`config.mk`:
```
export PLATFORM = sky130hd
export DESIGN_NAME = vtg_pattern_gen
export DESIGN_NICKNAME = d
export VERILOG_FILES = /design/src/rtl/vtg_pkg.sv /design/src/rtl/vtg_timing.sv /design/src/rtl/vtg_pattern_gen.sv
export SDC_FILE = /design/constraint.sdc
export NUM_CORES = 1
export LEC_CHECK = 0
export ABC_AREA = 1
export CELL_PAD_IN_SITES_DETAIL_PLACEMENT = 1
export CELL_PAD_IN_SITES_GLOBAL_PLACEMENT = 1
export CORE_MARGIN = 4
export CORE_UTILIZATION = 35
export DETAILED_ROUTE_END_ITERATION = 12
export PLACE_DENSITY = 0.84
export SLEW_MARGIN = 15
export SYNTH_ARGS = -nofsm -noshare
export SYNTH_HDL_FRONTEND = slang
export SYNTH_SLANG_ARGS = --single-unit
```
`constraint.sdc`:
```
create_clock -name px_clk -period 1.5 [get_ports px_clk]
set_input_delay 0.45 -clock px_clk [delete_from_list [all_inputs] [get_ports px_clk]]
set_output_delay 0.45 -clock px_clk [all_outputs]
set_load 0.01 [all_outputs]
```
`src/rtl/vtg_pkg.sv`:
```
// Shared definitions for the video timing / test-pattern generator.
//   pat_mode_e : pattern selector encoding (matches mode_i)
//   BAR_RGB    : {R,G,B} on/off per colour bar, element 0 is the leftmost bar
//   bar_rgb()  : table lookup, any index past the last bar is black
package vtg_pkg;

    typedef enum logic [1:0] {
        PAT_SOLID = 2'd0,
        PAT_BARS  = 2'd1,
        PAT_GRAD  = 2'd2,
        PAT_CHECK = 2'd3
    } pat_mode_e;

    localparam int unsigned NUM_BARS = 8;

    // Listed from element 7 down to 0: black, blue, red, magenta, green, cyan, yellow, white.
    localparam logic [NUM_BARS-1:0][2:0] BAR_RGB = {
        3'b000, 3'b001, 3'b100, 3'b101, 3'b010, 3'b011, 3'b110, 3'b111
    };

    function automatic logic [2:0] bar_rgb(input logic [3:0] idx);
        bar_rgb = idx[3] ? 3'b000 : BAR_RGB[idx[2:0]];
    endfunction

endpackage

```
`src/rtl/vtg_timing.sv`:
```
// Raster counters and region decode.
//   px_clk, sys_rst : pixel clock, synchronous active-high reset
//   en_i            : run enable; low parks both counters at 0
//   hcnt_o, vcnt_o  : current pixel / line position
//   in_hs_o, in_vs_o: position lies inside the sync pulse region (raw, active-high)
//   hact_o, vact_o  : position lies inside the active region per axis
//   sof_o, eol_o    : current position is first active pixel of frame / last of line
//   frame_start_o   : current position is (0,0)
//   frame_cnt_o     : registered count of completed frames
module vtg_timing
    import vtg_pkg::*;
#(
    parameter int unsigned HACT = 640,
    parameter int unsigned HFP  = 16,
    parameter int unsigned HSP  = 96,
    parameter int unsigned HBP  = 48,
    parameter int unsigned VACT = 480,
    parameter int unsigned VFP  = 10,
    parameter int unsigned VSP  = 2,
    parameter int unsigned VBP  = 33,
    localparam int unsigned HTOTAL = HSP + HBP + HACT + HFP,
    localparam int unsigned VTOTAL = VSP + VBP + VACT + VFP,
    localparam int unsigned HW = $clog2(HTOTAL),
    localparam int unsigned VW = $clog2(VTOTAL)
) (
    input  logic          px_clk,
    input  logic          sys_rst,
    input  logic          en_i,
    output logic [HW-1:0] hcnt_o,
    output logic [VW-1:0] vcnt_o,
    output logic          in_hs_o,
    output logic          in_vs_o,
    output logic          hact_o,
    output logic          vact_o,
    output logic          sof_o,
    output logic          eol_o,
    output logic          frame_start_o,
    output logic [15:0]   frame_cnt_o
);

    localparam logic [HW-1:0] H_LAST     = HW'(HTOTAL - 1);
    localparam logic [HW-1:0] H_SYNC_END = HW'(HSP);
    localparam logic [HW-1:0] H_ACT_BEG  = HW'(HSP + HBP);
    localparam logic [HW-1:0] H_ACT_LAST = HW'(HSP + HBP + HACT - 1);
    localparam logic [VW-1:0] V_LAST     = VW'(VTOTAL - 1);
    localparam logic [VW-1:0] V_SYNC_END = VW'(VSP);
    localparam logic [VW-1:0] V_ACT_BEG  = VW'(VSP + VBP);
    localparam logic [VW-1:0] V_ACT_LAST = VW'(VSP + VBP + VACT - 1);

    logic [HW-1:0] hcnt_q, hcnt_d;
    logic [VW-1:0] vcnt_q, vcnt_d;
    logic [15:0]   frame_cnt_q, frame_cnt_d;
    logic          h_last, v_last;

    assign h_last = (hcnt_q == H_LAST);
    assign v_last = (vcnt_q == V_LAST);

    always_comb begin
        hcnt_d      = hcnt_q + 1'b1;
        vcnt_d      = vcnt_q;
        frame_cnt_d = frame_cnt_q;
        if (h_last) begin
            hcnt_d = '0;
            vcnt_d = v_last ? '0 : vcnt_q + 1'b1;
            if (v_last && en_i) begin
                frame_cnt_d = frame_cnt_q + 1'b1;
            end
        end
        // Disabled: park at frame start so re-enabling begins a fresh frame.
        if (!en_i) begin
            hcnt_d = '0;
            vcnt_d = '0;
        end
    end

    always_ff @(posedge px_clk) begin
        if (sys_rst) begin
            hcnt_q      <= '0;
            vcnt_q      <= '0;
            frame_cnt_q <= '0;
        end else begin
            hcnt_q      <= hcnt_d;
            vcnt_q      <= vcnt_d;
            frame_cnt_q <= frame_cnt_d;
        end
    end

    assign hcnt_o        = hcnt_q;
    assign vcnt_o        = vcnt_q;
    assign in_hs_o       = (hcnt_q < H_SYNC_END);
    assign in_vs_o       = (vcnt_q < V_SYNC_END);
    assign hact_o        = (hcnt_q >= H_ACT_BEG) && (hcnt_q <= H_ACT_LAST);
    assign vact_o        = (vcnt_q >= V_ACT_BEG) && (vcnt_q <= V_ACT_LAST);
    assign sof_o         = (hcnt_q == H_ACT_BEG) && (vcnt_q == V_ACT_BEG);
    assign eol_o         = (hcnt_q == H_ACT_LAST) && vact_o;
    assign frame_start_o = (hcnt_q == '0) && (vcnt_q == '0);
    assign frame_cnt_o   = frame_cnt_q;

endmodule

```
`src/rtl/vtg_pattern_gen.sv`:
```
// Video timing generator with built-in test patterns.
//   px_clk, sys_rst          : pixel clock, synchronous active-high reset
//   en                       : run enable; low forces idle outputs and parks the raster
//   mode_i, solid_i          : pattern select and solid colour, latched at frame start
//   hsync_o, vsync_o         : syncs, asserted level HS_POL / VS_POL
//   dval_o, sof_o, eol_o     : data valid, first-pixel-of-frame, last-pixel-of-line
//   rdata_o, gdata_o, bdata_o: pixel colour, zero outside active video
//   frame_cnt_o              : completed-frame count
// All outputs are registered one cycle behind the raster counters.
module vtg_pattern_gen
    import vtg_pkg::*;
#(
    parameter int unsigned DW       = 8,
    parameter int unsigned HACT     = 640,
    parameter int unsigned HFP      = 16,
    parameter int unsigned HSP      = 96,
    parameter int unsigned HBP      = 48,
    parameter int unsigned VACT     = 480,
    parameter int unsigned VFP      = 10,
    parameter int unsigned VSP      = 2,
    parameter int unsigned VBP      = 33,
    parameter bit          HS_POL   = 1'b0,
    parameter bit          VS_POL   = 1'b0,
    parameter int unsigned CHK_LOG2 = 5
) (
    input  logic            px_clk,
    input  logic            sys_rst,
    input  logic            en,
    input  logic [1:0]      mode_i,
    input  logic [3*DW-1:0] solid_i,
    output logic            vsync_o,
    output logic            hsync_o,
    output logic            dval_o,
    output logic            sof_o,
    output logic            eol_o,
    output logic [DW-1:0]   rdata_o,
    output logic [DW-1:0]   gdata_o,
    output logic [DW-1:0]   bdata_o,
    output logic [15:0]     frame_cnt_o
);

    localparam int unsigned HTOTAL   = HSP + HBP + HACT + HFP;
    localparam int unsigned VTOTAL   = VSP + VBP + VACT + VFP;
    localparam int unsigned HW       = $clog2(HTOTAL);
    localparam int unsigned VW       = $clog2(VTOTAL);
    localparam int unsigned X0       = HSP + HBP;
    localparam int unsigned Y0       = VSP + VBP;
    localparam int unsigned BAR_W    = HACT / NUM_BARS;
    localparam int unsigned BPW      = (BAR_W > 1) ? $clog2(BAR_W) : 1;
    localparam logic [BPW-1:0] BAR_LAST = BPW'((BAR_W > 0) ? BAR_W - 1 : 0);

    logic [HW-1:0]   hcnt;
    logic [VW-1:0]   vcnt;
    logic            in_hs, in_vs, hact, vact, sof, eol, frame_start;

    pat_mode_e       mode_q;
    logic [3*DW-1:0] solid_q;
    logic [BPW-1:0]  bar_pos_q, bar_pos_d;
    logic [3:0]      bar_idx_q, bar_idx_d;
    logic [2:0]      bar_on;
    logic            chk_on;
    logic [3*DW-1:0] pix_d;

    vtg_timing #(
        .HACT (HACT),
        .HFP  (HFP),
        .HSP  (HSP),
        .HBP  (HBP),
        .VACT (VACT),
        .VFP  (VFP),
        .VSP  (VSP),
        .VBP  (VBP)
    ) u_timing (
        .px_clk        (px_clk),
        .sys_rst       (sys_rst),
        .en_i          (en),
        .hcnt_o        (hcnt),
        .vcnt_o        (vcnt),
        .in_hs_o       (in_hs),
        .in_vs_o       (in_vs),
        .hact_o        (hact),
        .vact_o        (vact),
        .sof_o         (sof),
        .eol_o         (eol),
        .frame_start_o (frame_start),
        .frame_cnt_o   (frame_cnt_o)
    );

    // Pattern settings only change at frame start so a frame is never mixed.
    always_ff @(posedge px_clk) begin
        if (sys_rst) begin
            mode_q  <= PAT_SOLID;
            solid_q <= '0;
        end else if (frame_start) begin
            mode_q  <= pat_mode_e'(mode_i);
            solid_q <= solid_i;
        end
    end

    // Bar position tracks x without a divider; idx saturates at NUM_BARS (black tail).
    always_comb begin
        bar_pos_d = bar_pos_q + 1'b1;
        bar_idx_d = bar_idx_q;
        if (bar_pos_q == BAR_LAST) begin
            bar_pos_d = '0;
            if (!bar_idx_q[3]) begin
                bar_idx_d = bar_idx_q + 1'b1;
            end
        end
        if (!en || !hact) begin
            bar_pos_d = '0;
            bar_idx_d = '0;
        end
    end

    always_ff @(posedge px_clk) begin
        if (sys_rst) begin
            bar_pos_q <= '0;
            bar_idx_q <= '0;
        end else begin
            bar_pos_q <= bar_pos_d;
            bar_idx_q <= bar_idx_d;
        end
    end

    assign bar_on = (BAR_W == 0) ? 3'b000 : bar_rgb(bar_idx_q);
    assign chk_on = (((32'(hcnt) - X0) ^ (32'(vcnt) - Y0)) & (32'd1 << CHK_LOG2)) != 32'd0;

    always_comb begin
        pix_d = '0;
        unique case (mode_q)
            PAT_SOLID: pix_d = solid_q;
            PAT_BARS:  pix_d = {{DW{bar_on[2]}}, {DW{bar_on[1]}}, {DW{bar_on[0]}}};
            PAT_GRAD:  pix_d = {3{DW'(32'(hcnt) - X0)}};
            PAT_CHECK: pix_d = {(3 * DW){chk_on}};
        endcase
        if (!(hact && vact)) begin
            pix_d = '0;
        end
    end

    always_ff @(posedge px_clk) begin
        if (sys_rst || !en) begin
            hsync_o <= ~HS_POL;
            vsync_o <= ~VS_POL;
            dval_o  <= 1'b0;
            sof_o   <= 1'b0;
            eol_o   <= 1'b0;
            rdata_o <= '0;
            gdata_o <= '0;
            bdata_o <= '0;
        end else begin
            hsync_o <= in_hs ? HS_POL : ~HS_POL;
            vsync_o <= in_vs ? VS_POL : ~VS_POL;
            dval_o  <= hact && vact;
            sof_o   <= sof;
            eol_o   <= eol;
            {rdata_o, gdata_o, bdata_o} <= pix_d;
        end
    end

endmodule

```
==> results of run 1 <==
==> cell usage in the layout (no fill, tap or decap), types with 9 or more instances in the layout <==
cell type          n
nand4_1           10
a21oi_1           18
dfxtp_2           16
nand2_4           17
xor2_1            14
buf_4             91
nand3_1           31
o21ai_2           21
nor2_1            66
nand2_2           45
inv_1             63
a21oi_2           40
nand2_1          101
dfxtp_1           83
o21ai_1            9
nand3_2           10
nor2_4            19
nor2_2            23
buf_6             17
inv_2             11
clkdlybuf4s50_1   26
buf_12             9
clkbuf_16         11
dlygate4sd2_1     41
==> worst max-delay path, cell delays in order, from the launching register on <==
cell and delay, ps:
dfxtp_2 350, buf_6 130, nand2_2 130, nand3_4 120, nor2_4 150, a21oi_4 80
nor2_4 180, buf_12 160, buf_8 140, nand3_1 110, nor2_1 210
==> final timing paths <==
path              cells after the start  slack [ps]                       startpoint                  endpoint
hold reg to reg                       2         490         solid_q[17]$_SDFFE_PP0P_  solid_q[17]$_SDFFE_PP0P_
hold / removal                        2         490         solid_q[17]$_SDFFE_PP0P_  solid_q[17]$_SDFFE_PP0P_
setup / recovery                     10        -350  u_timing.vcnt_o[0]$_SDFFE_PP0P_     rdata_o[3]$_SDFF_PP0_
setup reg to reg                     10        -350  u_timing.vcnt_o[0]$_SDFFE_PP0P_     rdata_o[3]$_SDFF_PP0_
==> final cells by class <==
cell class                 instances  area, µm²
clock buffer                       9        225
inverter                          83        354
timing repair buffer             202       2010
tap                              180        225
clock inverter                     7       85.1
multi-input combinational        482       3370
fill                            1570       5420
sequential                       105       2140
==> per-stage QoR <==
stage,setup slack (ps),utilization [%],cells,area [µm²],power [mW]
4_1_cts,-118,54.5,1041,7540,6.00
3_5_place_dp,-464,46.3,999,6410,3.44
2_1_floorplan,0.752,-,690,4960,3.20
3_3_place_gp,-335,46.3,999,6410,3.41
5_1_grt,-337,60.8,1068,8410,6.45
6_report,-347,60.8,1068,8410,6.33
==> cells by family after synthesis <==
family | after synthesis | synth area share [%]
compound gates | 102 | 11.3
xor+xnor | 15 | 2.67
buf+inv | 103 | 8.88
fa+ha+maj | 10 | 2.54
flops | 105 | 42.7
simple gates | 355 | 31.9
==> routing by layer <==
layer  wire length (µm)  global-route usage, %
met2              13800                   50.0
met1              10400                   29.0
met3               1940                   5.56
met5                  0                      0
met4               2110                   16.7
==> power groups by stage <==
stage	clock network [mW]	logic [mW]	registers (mW)
2_1_floorplan	0	0.261	2.94
3_3_place_gp	0	0.469	2.94
3_5_place_dp	0	0.491	2.95
4_1_cts	2.49	0.634	2.88
5_1_grt	2.68	0.885	2.89
6_report	2.58	0.859	2.89
==> flip-flops by register name, indices dropped and copies added (netlist names), named ones only <==
| signal | cells |
|---|---|
| bar_idx_q | 4 |
| bar_pos_q | 7 |
| bdata_o | 8 |
| dval_o | 1 |
| eol_o | 1 |
| gdata_o | 8 |
| hsync_o | 1 |
| mode_q | 2 |
| rdata_o | 8 |
| sof_o | 1 |
| solid_q | 24 |
| u_timing.frame_cnt_o | 16 |
| u_timing.hcnt_o | 10 |
| u_timing.vcnt_o | 10 |
| vsync_o | 1 |
==> timing repair <==
item,in CTS,in global routing
buffers inserted,19,27
pin swaps,39,37
endpoints found under the setup margin,141,102
cloned,8,2
gates resized for setup,226,190
==> results.md, run 1 <==
* Final period utilization at 123%
* Predominant post-synthesis flop cell: dfxtp_1
* WP data arrival at 2140 ps
* Die height at 127 µm
* Register area share after synthesis at 42.7%
* Pleak at 3.56 nW
* Cell Area, Synth at 4920 µm²
* Gr ovfl total at 0
* WP data required at 1790 ps
* Synth area leaders: dfxtp_1 43%, nand2_1 11%, nor2_1 8.0%
* Critical path launch point type: register
* Fin worst setup slack at -347 ps
* Largest net degree at the start of global routing at 27
* Reg power frac at 45.7%
* DP HPWL at 11.8 mm
* Clk pin slew, worst setup/hold paths at 90 ps
* Crit path max fanout at 6
* Die X-Extent at 127 µm
* Number of iterations in the first detailed-routing pass at 5
* Max-Cap Viols at 0
* Detail Route Antenna Nets at 0
* CP endpoint kind: register
* TritonCTS buffer count at 9
* Final Wtd Congestion at 0.853
* FFs w/ async S/R, synth at 0%
* Yosys top cell by area: dfxtp_1
* Vias in the first global route at 6486
* Peak supply drop at 1.19 mV
* Iteration-0 DRC Markers at 397
* Maximum root-to-sink buffer count at 2
* Min Hold Slack at 487 ps
* Comb pwr share at 13.6%
* Count leader, synth: nand2_1
* Worst rel slew slack at 69.7%
* Worst Tran Pin Value at 454 ps
* CTS root buf: clkbuf_16
* Final nets at 922
* Full die area at 16000 µm²
* PD cells at 752 nW/µm²
* Post-synth EDFFs at 0
* Vias/cell at 5.75
* Fin crit period at 1850 ps
* Routed WL per cell at 26.4 µm
* Via count at 6139
* Post-Syn Area per Cell at 7.13 µm²
* Flops & latches, synth at 105
* Global-route usage over all layers at 27.5%
* Net count after synthesis at 729
* HP Class: reg -> reg
* Clock latency on the worst-skew pair at 390 ps
* Clk pwr share at 40.8%
* CTS sink cnt at 105
* Cells after Synth at 690
* Violated checks: setup timing
* Internal power at 4.37 mW
* Status: finished with violations
* Routed WL at 28.2 mm
* Placeable Area at 13800 µm²
* Hold Fails Final Rpt at 0
* Share of the synthesized area in the top cell type at 42.7%
* # DRC at 0
* Worst Setup Path Type: reg -> reg
* Slew Limit Fails at 0
* First-pass GRT wire length at 35.0 mm
* RSZ-0062 raised after global routing: true
* Top cells by count, synth: 150 x nand2_1, 105 x dfxtp_1, 105 x nor2_1
* Area Overhead vs Synth at 71.0%
* Setup TNS at -17560 ps
* Max Clock Freq at 541 MHz
* # rows at 43
* Warnings, synthesis at 0
* CTS tree: built
* Share of cells above drive strength 1 at 45.5%
* Switch Pwr at 1.96 mW
* Final Skew at 14.4 ps
* Unique masters post-synth at 35
* Cts hold-fix bufs at 0
* Initial antenna violation count at 0
* Sw Ratio at 30.9%
* Antenna cells at 0
* Initial Util at 35.6%
* H-tree Lvls at 3
* Ports at 74
* Final setup vio count at 103
* I/O Buffers at 73
No activity file was read; power rests on OpenSTA's default activity.
==> inputs of run 2 (changes only) <==
--- a/config.mk
+++ b/config.mk
@@ -6,12 +6,13 @@
 export NUM_CORES = 1
 export LEC_CHECK = 0
 export ABC_AREA = 1
+export CAP_MARGIN = 20
 export CELL_PAD_IN_SITES_DETAIL_PLACEMENT = 1
 export CELL_PAD_IN_SITES_GLOBAL_PLACEMENT = 1
 export CORE_MARGIN = 4
-export CORE_UTILIZATION = 35
+export CORE_UTILIZATION = 40
 export DETAILED_ROUTE_END_ITERATION = 12
-export PLACE_DENSITY = 0.84
+export PLACE_DENSITY = 0.91
 export SLEW_MARGIN = 15
 export SYNTH_ARGS = -nofsm -noshare
 export SYNTH_HDL_FRONTEND = slang
==> constraint.sdc (replaced) <==
create_clock -name px_clk -period 2.3 [get_ports px_clk]
set_input_delay 0.69 -clock px_clk [delete_from_list [all_inputs] [get_ports px_clk]]
set_output_delay 0.69 -clock px_clk [all_outputs]
set_load 0.01 [all_outputs]
==> run 2 against run 1 <==
Net effect: the flow now finishes without violations; sequential share of layout area grew 8.7 points; global-route usage shrank 5.8 points; count of clock-buffer cells in the layout is the same; flip-flop and latch count is the same; first-iteration DRC count shrank 28%.
==> results.md, run 2 (same netlist as run 1, synthesis figures left out) <==
* Status: completed
* Slew Limit Fails at 0
* Maximum root-to-sink buffer count at 2
* Placement Setup Slack at -30.5 ps
* # rows at 40
* CP endpoint kind: output pin
* Placeable Area at 12000 µm²
* Number of iterations in the first detailed-routing pass at 4
* Detail Route Antenna Nets at 0
* Dpl cells at 901
* Vias/cell at 5.15
* PD cells at 633 nW/µm²
* Ports at 74
* Area Overhead vs Synth at 24.9%
* Register-to-register setup slack at 370 ps
* Iteration-0 DRC Markers at 284
* Slowest CP cell: clkdlybuf4s50_1
* Final period utilization at 92.2%
* Worst r2r path cells at 11
* Max Clock Freq at 471 MHz
* Total power at 3.89 mW
* Final nets at 804
* Gr ovfl total at 0
* Cts hold-fix bufs at 0
* Clk pin slew, worst setup/hold paths at 70 ps
* TritonCTS buffer count at 9
* WP data arrival at 1430 ps
* Initial Util at 40.9%
* Global-route usage over all layers at 21.7%
* CTS root buf: clkbuf_16
* Worst Tran Pin Value at 677 ps
* Fin util at 51.2%
* R2r endpoint: bar_pos_q[2]$_SDFF_PP0_
* CP delay by family, top: buffers and inverters
* Via count at 4718
* Routed WL per cell at 16.5 µm
* Worst rel slew slack at 54.8%
* Fin worst setup slack at 179 ps
* Vias in the first global route at 5100
* Top reg by flops: solid_q
* Final Skew at 7.70 ps
* Post-CTS setup buffers at 0
* Largest register FFs at 24
* Critical path launch point type: register
* Final non-filler cell total at 917
* First-pass GRT wire length at 25.1 mm
* CTS sink cnt at 105
* R2R Path Start: u_timing.hcnt_o[5]$_SDFF_PP0_
* Commonest non-fill, non-tap cell in the layout: nand2_1
* Pleak at 2.48 nW
* Routed WL at 15.2 mm
* Commonest cells after routing, fill and taps aside: 150 x nand2_1, 105 x nor2_1, 105 x dfxtp_1
* Stages on worst setup path at 1
* Hold Fails Final Rpt at 0
* I/O Buffers at 73
* Peak supply drop at 0.291 mV
* Die height at 119 µm
* Setup TNS at 0 ps
* Fin crit period at 2120 ps
* Initial antenna violation count at 0
* RSZ-0062 raised after global routing: false
* Max-Cap Viols at 0
* Post-CTS Resized at 0
* # DRC at 0
* Clock latency on the worst-skew pair at 350 ps
* CTS tree: built
* Share of cells above drive strength 1 at 8.18%
* H-tree Lvls at 3
* Final Wtd Congestion at 0.891
* Crit path max fanout at 7
* WP data required at 1610 ps
* Antenna cells at 0
* WP buf/inv at 1
* Filler cells at 1535
* Full die area at 14100 µm²
* DP HPWL at 11.3 mm
* Worst path max stage delay at 600 ps
* Cells along the critical path: clkdlybuf4s50_1
* Die X-Extent at 119 µm
* Crit path from: u_timing.frame_cnt_o[0]$_SDFFE_PP0P_
* Final setup vio count at 0
* Worst Setup Path Type: reg -> out
* HP Class: reg -> reg
* Crit path to: frame_cnt_o[0]
* Largest net degree at the start of global routing at 53
## run 2: changes by cell type in the layout (fill, tap and decap cells not counted), moves of 30 or more
cell             delta
nand2_1            +49
a21oi_1            +34
a21oi_2            -30
dlygate4sd2_1      -41
buf_4              -82
clkdlybuf4s50_1    +47
o21ai_0            +35
nor2_1             +39
nand2_2            -32
## run 2: power by group
group / leakage, nW / internal [mW] / switching, mW
Sequential: 0.854 / 1.86 / 0.0177
Combinational: 1.47 / 0.117 / 0.189
Clock: 0.150 / 0.966 / 0.740
Total: 2.48 / 2.94 / 0.947
## run 2: worst min-delay path by stage
stage	start	to	slack, ps	depth (start not counted)
after floorplan	bar_pos_q[0]$_SDFF_PP0_	bar_pos_q[0]$_SDFF_PP0_	420	1
after global placement	bar_pos_q[0]$_SDFF_PP0_	bar_pos_q[0]$_SDFF_PP0_	430	1
after detailed placement	solid_q[19]$_SDFFE_PP0P_	solid_q[19]$_SDFFE_PP0P_	450	2
after CTS	solid_q[19]$_SDFFE_PP0P_	solid_q[19]$_SDFFE_PP0P_	460	2
after global routing	solid_q[2]$_SDFFE_PP0P_	solid_q[2]$_SDFFE_PP0P_	480	2
final	solid_q[23]$_SDFFE_PP0P_	solid_q[23]$_SDFFE_PP0P_	460	2
## run 2: through the flow
step,hold WS (ps),cell area [µm²]
final,461,6140
after CTS,462,6140
after global routing,477,6140
after global placement,426,5820
after floorplan,418,4920
after detailed placement,451,5820
## run 2: layout make-up
class                           instances  area (µm²)  share of cell area [%]
Clock inverter                          7         103                    1.67
Clock buffer                            9         225                    3.67
Timing Repair Buffer                   84         838                    13.6
Sequential cell                       105        2100                    34.2
Tap cell                              147         184                    2.99
Inverter                               83         313                    5.09
Multi-Input combinational cell        482        2380                    38.7
## run 2: routing by layer
metal	routed length [µm]	track usage (%)	vias to the layer above
met5	0	0	-
met4	279	7.97	0
met3	523	2.99	22
met2	7830	40.1	98
met1	6530	25.4	2263
li1	-	-	2335
==> inputs of run 3 (changes only) <==
==> constraint.sdc (replaced) <==
create_clock -name px_clk -period 2.5 [get_ports px_clk]
set_input_delay 0.75 -clock px_clk [delete_from_list [all_inputs] [get_ports px_clk]]
set_output_delay 0.75 -clock px_clk [all_outputs]
set_load 0.01 [all_outputs]
==> run 3 against run 2 <==
Net effect: non-clock buffer count fell by 1; combinational power fell by 11%; via count did not move; critical path type unchanged; critical endpoint is now frame_cnt_o[2]; largest power group unchanged.
==> results.md, run 3 (same netlist as run 1, synthesis figures left out) <==
* Via count at 4718
* Iteration-0 DRC Markers at 225
* Final period utilization at 85.8%
* I/O Buffers at 73
* Peak supply drop at 0.298 mV
* Slew Limit Fails at 0
* Initial antenna violation count at 0
* Min-Delay Startpoint: solid_q[21]$_SDFFE_PP0P_
* CP endpoint kind: output pin
* Largest register FFs at 24
* End of the worst hold path: solid_q[21]$_SDFFE_PP0P_
* CTS root buf: clkbuf_16
* Hold path depth at 2
* # DRC at 0
* Worst r2r path cells at 8
* # rows at 40
* Post-CTS setup buffers at 0
* Met1 Resource Use GR at 25.4%
* Status: completed
* Setup TNS at 0 ps
* HP Class: reg -> reg
* Global-route usage over all layers at 21.2%
* Full die area at 14100 µm²
* Hold Fails Final Rpt at 0
* Max Clock Freq at 466 MHz
* WP data arrival at 1400 ps
* Clk pin slew, worst setup/hold paths at 60 ps
* Commonest non-fill, non-tap cell in the layout: nand2_1
* Antenna cells at 0
* R2r endpoint: u_timing.frame_cnt_o[2]$_SDFFE_PP0P_
* Dpl cells at 900
* Routed WL at 14.5 mm
* M3 GR Usage at 3.37%
* Final nets at 803
* Worst Tran Pin Value at 662 ps
* CTS tree: built
* Worst Setup Path Type: reg -> out
* First-pass GRT wire length at 24.5 mm
* Final non-filler cell total at 914
* Number of iterations in the first detailed-routing pass at 4
* Area Overhead vs Synth at 23.4%
* Pleak at 2.45 nW
* Final Wtd Congestion at 0.907
* Routed WL per cell at 15.9 µm
* H-tree Lvls at 3
* Initial Util at 40.9%
* Share of cells above drive strength 1 at 7.69%
* Final setup vio count at 0
* Ports at 74
* Vias/cell at 5.16
* Global route hottest layer: met2
* Post-CTS Resized at 0
* Commonest cells after routing, fill and taps aside: 150 x nand2_1, 105 x nor2_1, 105 x dfxtp_1
* Cells along the critical path: clkdlybuf4s50_1
* Total power at 3.38 mW
* Detail Route Antenna Nets at 0
* Top reg by flops: solid_q
* Final Skew at 4.98 ps
* Crit path max fanout at 7
* Register-to-register setup slack at 480 ps
* Placeable Area at 12000 µm²
* Slowest CP cell: clkdlybuf4s50_1
* DP HPWL at 10.9 mm
* Clock latency on the worst-skew pair at 340 ps
* Max-Cap Viols at 0
* CP delay by family, top: buffers and inverters
* CTS sink cnt at 105
* Worst path max stage delay at 600 ps
* WP buf/inv at 1
* Stages on worst setup path at 1
* Fin crit period at 2150 ps
* R2R Path Start: u_timing.hcnt_o[5]$_SDFF_PP0_
* Die X-Extent at 119 µm
* WP data required at 1750 ps
* PD cells at 558 nW/µm²
* Maximum root-to-sink buffer count at 2
* Critical path launch point type: register
* TritonCTS buffer count at 9
* Worst rel slew slack at 55.9%
* RSZ-0062 raised after global routing: false
* Met2 GRT Util at 37.3%
* Cts hold-fix bufs at 0
* Die height at 119 µm
* Largest net degree at the start of global routing at 53
* Vias in the first global route at 5059
* Gr ovfl total at 0
[run 3: worst max-delay path by stage]
stage	from	endpoint	slack, ps
5_1_grt	u_timing.hcnt_o[5]$_SDFF_PP0_	u_timing.frame_cnt_o[14]$_SDFFE_PP0P_	260
6_report	u_timing.frame_cnt_o[2]$_SDFFE_PP0P_	frame_cnt_o[2]	350
4_1_cts	u_timing.frame_cnt_o[0]$_SDFFE_PP0P_	frame_cnt_o[0]	340
3_5_place_dp	en	bdata_o[5]$_SDFF_PP0_	100
3_3_place_gp	en	gdata_o[0]$_SDFF_PP0_	240
2_1_floorplan	sys_rst	rdata_o[0]$_SDFF_PP0_	660
[run 3: power by group]
| group | internal [mW] | switching [mW] |
|---|---|---|
| Sequential | 1.71 | 0.0164 |
| Combinational | 0.101 | 0.170 |
| Clock | 0.791 | 0.592 |
[run 3: layout make-up]
type	instances	area (µm²)
Inverter	83	313
Clock buffer	11	243
Fill cell	1554	5940
Sequential cell	105	2100
Clock inverter	3	42.5
Tap cell	147	184
Timing Repair Buffer	83	806
Multi-Input combinational cell	482	2380
[run 3: through the flow]
step / utilization [%] / hold slack, ps / area (µm²) / worst slack, ps
after global placement: 48.2 / 430 / 5780 / 244
after global routing: 50.5 / 472 / 6070 / 260
after CTS: 50.5 / 458 / 6070 / 341
after floorplan: - / 418 / 4920 / 656
after detailed placement: 48.2 / 446 / 5780 / 103
final: 50.5 / 455 / 6070 / 354
[run 3: layer usage]
metal / part of all wire, % / up-vias / wire [µm]
li1: - / 2333 / -
met4: 2.7 / 0 / 391
met1: 44 / 2260 / 6310
met5: 0 / - / 0
met2: 50 / 97 / 7260
met3: 3.7 / 28 / 539
